--- config.mk ---
export PLATFORM = sky130hd
export DESIGN_NAME = decimal_to_xs3gray_encoder
export DESIGN_NICKNAME = d
export VERILOG_FILES = /design/src/rtl/decimal_to_xs3gray_encoder.sv
export SDC_FILE = /design/constraint.sdc
export NUM_CORES = 1
export LEC_CHECK = 0
export CAP_MARGIN = 30
export CORE_ASPECT_RATIO = 0.9
export CORE_MARGIN = 2
export CORE_UTILIZATION = 53
export DETAILED_ROUTE_END_ITERATION = 16
export GPL_TIMING_DRIVEN = 0
export PLACE_DENSITY = 0.79
export RECOVER_POWER = 100
export SYNTH_ARGS = -nofsm -noshare
export SYNTH_HDL_FRONTEND = slang
export SYNTH_SLANG_ARGS = --single-unit
--- constraint.sdc ---
create_clock -name CLK -period 2.1 [get_ports CLK]
set_input_delay 0.21 -clock CLK [delete_from_list [all_inputs] [get_ports CLK]]
set_output_delay 0.21 -clock CLK [all_outputs]
set_load 0.03 [all_outputs]
--- src/rtl/decimal_to_xs3gray_encoder.sv ---
// decimal_to_xs3gray_encoder
// Debounced 10-key decimal keypad encoder producing an excess-3 Gray code
// with a VALID/READY handshake.
//
// Parameters:
//   STABLE_CYCLES  consecutive identical samples to accept a press or a
//                  release (legal range 2..15)
//
// Ports:
//   CLK            rising-edge clock
//   RST            synchronous active-high reset
//   I0..I9         decimal key lines, active-low (0 = pressed)
//   READY          consumer accepts the code when high together with VALID
//   D, C, B, A     registered excess-3 Gray code (D = MSB), 0000 when idle
//   VALID          code on D..A is stable and valid
//   ERR            registered multi-key error flag
//
// Build option:
//   XS3GRAY_MULTI_ERR_EN  when defined, more than one pressed key while
//                         idle or debouncing raises ERR and returns to
//                         IDLE instead of encoding the highest digit.
module decimal_to_xs3gray_encoder #(
  parameter int STABLE_CYCLES = 4
) (
  input  logic CLK,
  input  logic RST,
  input  logic I0,
  input  logic I1,
  input  logic I2,
  input  logic I3,
  input  logic I4,
  input  logic I5,
  input  logic I6,
  input  logic I7,
  input  logic I8,
  input  logic I9,
  input  logic READY,
  output logic D,
  output logic C,
  output logic B,
  output logic A,
  output logic VALID,
  output logic ERR
);

  typedef enum logic [1:0] {
    IDLE     = 2'd0,
    DEBOUNCE = 2'd1,
    PRESENT  = 2'd2,
    RELEASE  = 2'd3
  } state_t;

  localparam logic [3:0] LAST_CNT = 4'(STABLE_CYCLES - 1);

  state_t      state_q;
  logic [3:0]  cnt_q;
  logic [9:0]  i_q;      // registered key lines, active-low
  logic [9:0]  pat_q;    // pattern being debounced
  logic [3:0]  code_q;
  logic        valid_q;
  logic        err_q;

  logic        any_act_s;
  logic        same_s;

  // Highest-index pressed digit of an active-high key vector.
  function automatic logic [3:0] highest_digit(input logic [9:0] act);
    logic [3:0] dig;
    dig = 4'd0;
    for (int i = 0; i < 10; i++) begin
      if (act[i]) begin
        dig = 4'(i);
      end
    end
    return dig;
  endfunction

  // Excess-3 Gray code table; non-digits map to the illegal code 0000.
  function automatic logic [3:0] xs3gray(input logic [3:0] dig);
    logic [3:0] code;
    case (dig)
      4'd0:    code = 4'b0010;
      4'd1:    code = 4'b0110;
      4'd2:    code = 4'b0111;
      4'd3:    code = 4'b0101;
      4'd4:    code = 4'b0100;
      4'd5:    code = 4'b1100;
      4'd6:    code = 4'b1101;
      4'd7:    code = 4'b1111;
      4'd8:    code = 4'b1110;
      4'd9:    code = 4'b1010;
      default: code = 4'b0000;
    endcase
    return code;
  endfunction

  assign any_act_s = ~(&i_q);
  assign same_s    = (i_q == pat_q);

`ifdef XS3GRAY_MULTI_ERR_EN
  logic [9:0] act_s;
  logic       multi_s;
  // Clearing the lowest set bit leaves something only if two or more keys are down.
  assign act_s   = ~i_q;
  assign multi_s = ((act_s & (act_s - 10'd1)) != 10'd0);
`endif

  // Input sampling, debounce FSM, handshake and registered outputs.
  always_ff @(posedge CLK) begin
    if (RST) begin
      state_q <= IDLE;
      cnt_q   <= 4'd0;
      i_q     <= 10'h3FF;
      pat_q   <= 10'h3FF;
      code_q  <= 4'b0000;
      valid_q <= 1'b0;
      err_q   <= 1'b0;
    end else begin
      i_q   <= {I9, I8, I7, I6, I5, I4, I3, I2, I1, I0};
      err_q <= 1'b0;
      case (state_q)
        IDLE: begin
`ifdef XS3GRAY_MULTI_ERR_EN
          if (multi_s) begin
            err_q <= 1'b1;
            cnt_q <= 4'd0;
          end else
`endif
          if (any_act_s) begin
            state_q <= DEBOUNCE;
            pat_q   <= i_q;
            cnt_q   <= 4'd1;
          end else begin
            cnt_q <= 4'd0;
          end
        end
        DEBOUNCE: begin
`ifdef XS3GRAY_MULTI_ERR_EN
          if (multi_s) begin
            err_q   <= 1'b1;
            state_q <= IDLE;
            cnt_q   <= 4'd0;
          end else
`endif
          if (!any_act_s) begin
            state_q <= IDLE;
            cnt_q   <= 4'd0;
          end else if (same_s) begin
            if (cnt_q == LAST_CNT) begin
              state_q <= PRESENT;
              code_q  <= xs3gray(highest_digit(~pat_q));
              valid_q <= 1'b1;
            end else begin
              cnt_q <= cnt_q + 4'd1;
            end
          end else begin
            // Bounce to a different pattern restarts the count on it.
            pat_q <= i_q;
            cnt_q <= 4'd1;
          end
        end
        PRESENT: begin
          // Key lines are ignored here; only the handshake moves on.
          if (READY) begin
            state_q <= RELEASE;
            valid_q <= 1'b0;
            code_q  <= 4'b0000;
            cnt_q   <= 4'd0;
          end else begin
            cnt_q <= cnt_q;
          end
        end
        RELEASE: begin
          if (any_act_s) begin
            cnt_q <= 4'd0;
          end else if (cnt_q == LAST_CNT) begin
            state_q <= IDLE;
            cnt_q   <= 4'd0;
          end else begin
            cnt_q <= cnt_q + 4'd1;
          end
        end
        default: begin
          state_q <= IDLE;
          cnt_q   <= 4'd0;
          code_q  <= 4'b0000;
          valid_q <= 1'b0;
        end
      endcase
    end
  end

  assign D     = code_q[3];
  assign C     = code_q[2];
  assign B     = code_q[1];
  assign A     = code_q[0];
  assign VALID = valid_q;
  assign ERR   = err_q;

endmodule

==> flow_summary.json <==
{
  "status": "complete, no violations",
  "synth_top_cell_by_area": "dfxtp_1",
  "dp_hpwl_um": 2220,
  "ant_nets": 0,
  "worstPathArrival_ns": 2.24,
  "antenna_found_initial": 0,
  "finalCritPeriodShare": 0.955,
  "finalNonFillerCells": 213,
  "viasPerCell": 5.83,
  "clock-skew-final_ns": 0.0125,
  "power_density_nw_per_um2": 647,
  "wl_per_cell_um": 13.9,
  "hold_buffers": 0,
  "final_hold_viol_count": 0,
  "grt_max_degree": 11,
  "regArea_um2": 626,
  "finalPower_mw": 1.14,
  "cts_buffers": 5,
  "ys_seq_elements": 31,
  "vias": 1241,
  "synthArstFlopShare": 0,
  "grt_overflow": 0,
  "worstPathRequired_ns": 2.33,
  "row_count": 18,
  "critPathMaxStageDelay_ns": 0.51,
  "cp_cell_sequence": "ha_1, and4bb_2, or4b_4, or3_4, nand3_1, a21oi_1",
  "slew_viol_final": 0,
  "path_max_fanout": 4,
  "syn_nets": 170,
  "synth-main-ff-cell": "dfxtp_1",
  "grt_util_met3": 0.0793,
  "nets": 196,
  "routed_wl_um": 2970,
  "dieArea_um2": 3190,
  "drt_first_pass_iters": 4,
  "clock-sinks": 31,
  "grt_pass1_wl_um": 4690,
  "grt_use_met2": 0.322,
  "area_growth_pct": 20.8,
  "core_um2": 2680,
  "max_freq_ghz": 0.499,
  "multi_input_area_um2": 797,
  "synth_most_common_cell": "dfxtp_1",
  "peakVddDrop_uv": 433,
  "clkSlewWorstSetupHoldPaths_ns": 0.10,
  "layout-drive-gt1-share": 0.224,
  "post-route-drc-count": 0,
  "cts_buffer_depth": 2,
  "ys_top_cells_by_count": "dfxtp_1, nand3_1, a211o_1, or2_2, nor2b_1",
  "startpoint_type": "flip-flop",
  "grt_pass1_vias": 1066,
  "period_needed_ns": 2.01,
  "fillers": 219,
  "synthCells": 156,
  "ys_seq_area_frac": 0.425,
  "grt_busiest_layer": "met2",
  "io_pins": 19,
  "synthesis.area_um2": 1460,
  "endpoint_kind": "flip-flop",
  "gp_congestion": 0.779,
  "synth.top_cell.area_share": 0.425,
  "worst-r2r-setup-slack_ns": 0.09,
  "path_delay_family": "simple AND/OR/NAND/NOR gates",
  "leakagePower_nw": 0.688,
  "dp.cells": 203,
  "port_buffers": 17,
  "finalSetupTns_ns": 0,
  "path_class": "flip-flop to flip-flop",
  "use_met1": 0.243,
  "drtIter0Drc": 51,
  "die_w_um": 59.4,
  "clock-root-buffer": "clkbuf_4",
  "start_util": 0.545,
  "antennaDiodeCount": 0,
  "synth_warnings": 0,
  "worst-path-buf-inv": 0,
  "cts_tree": "built",
  "synth_cell_types": 42,
  "crit_slowest_cell": "or4b_4",
  "synth_edf_count": 0,
  "avgSynthCellArea_um2": 9.37,
  "yosys-top-cells-area": "dfxtp_1, a211o_1, xnor2_2",
  "die_y_um": 53.8,
  "grt_usage": 0.201,
  "min_path_type": "primary input to flip-flop",
  "clock_latency_ns": 0.34,
  "setup_viol": 0,
  "drv_cap": 0,
  "htree_levels": 2
}
placed cells by master (no fill, tap or decap), types with 5 or more instances in the layout:
cell type	count
inv_1	7
o21ai_0	5
nor2b_1	9
a21oi_1	8
clkdlybuf4s50_1	11
nor2_1	6
nand3_1	11
clkbuf_4	6
xnor2_1	6
a211o_1	10
dfxtp_1	27
or2_2	10
dlygate4sd3_1	6
metrics by stage:
step	util	cell area (um^2)	hold slack (ns)	setup slack (ns)
after floorplan	-	1460	0.314	0.253
after global placement	0.623	1670	0.452	0.117
after detailed placement	0.623	1670	0.464	0.0412
after CTS	0.642	1720	0.421	0.0125
after global routing	0.659	1770	0.416	-0.00206
final	0.659	1770	0.420	0.0949
worst paths after layout:
path                  start   endpoint  cells past startpoint
setup / recovery   cnt_q[1]  code_q[3]                      6
hold reg to reg   code_q[0]  code_q[0]                      2
setup reg to reg   cnt_q[1]  code_q[3]                      6
hold / removal           I7     i_q[7]                      2
what timing repair did:
item | CTS | global route
resized for setup | 0 | 9
setup endpoints to repair | 0 | 16
buffers inserted | 0 | 2
hold endpoints to repair | 0 | 0
where the power goes:
| group | leakage, nW | switching (mW) | internal [mW] |
|---|---|---|---|
| logic | 0.399 | 0.0777 | 0.0848 |
| registers | 0.255 | 0.0298 | 0.615 |
| clock network | 0.0347 | 0.210 | 0.124 |
layout make-up:
type / count / area share
Buffer: 8 / 0.0234
Clock buffer: 5 / 0.0213
Clock inverter: 3 / 0.00850
Inverter: 7 / 0.0149
Multi-Input combinational cell: 110 / 0.451
Sequential cell: 31 / 0.354
Tap cell: 30 / 0.0213
Timing Repair Buffer: 19 / 0.105
layer usage:
metal / vias up / wire length [um]
li1: 615 / -
met1: 579 / 1270
met2: 42 / 1490
met3: 5 / 171
met4: 0 / 39
met5: - / 0
state kept, by name, summed over array words and instances (netlist names), named ones only:
register,cells
i_q,10
pat_q,10
cnt_q,4
code_q,4
VALID,1
state_q,1
cell families after synthesis:
family,Yosys count,synth area share
AO/OA/AOI/OAI,34,0.166
AND/OR/NAND/NOR,64,0.273
other,1,0.00257
flip-flops,31,0.425
adder cells (fa/ha/maj),1,0.00856
buffers and inverters,15,0.0445
XOR/XNOR,10,0.0805
worst reg2reg max path, delay by kind of cell, from the launching register on:
| kind | cells | cell delay [ns] |
|---|---|---|
| flip-flops | 1 | 0.37 |
| adder cells (fa/ha/maj) | 1 | 0.20 |
| AND/OR/NAND/NOR | 4 | 1.26 |
| AO/OA/AOI/OAI | 1 | 0.07 |
No activity file was read; power rests on OpenSTA's default activity.
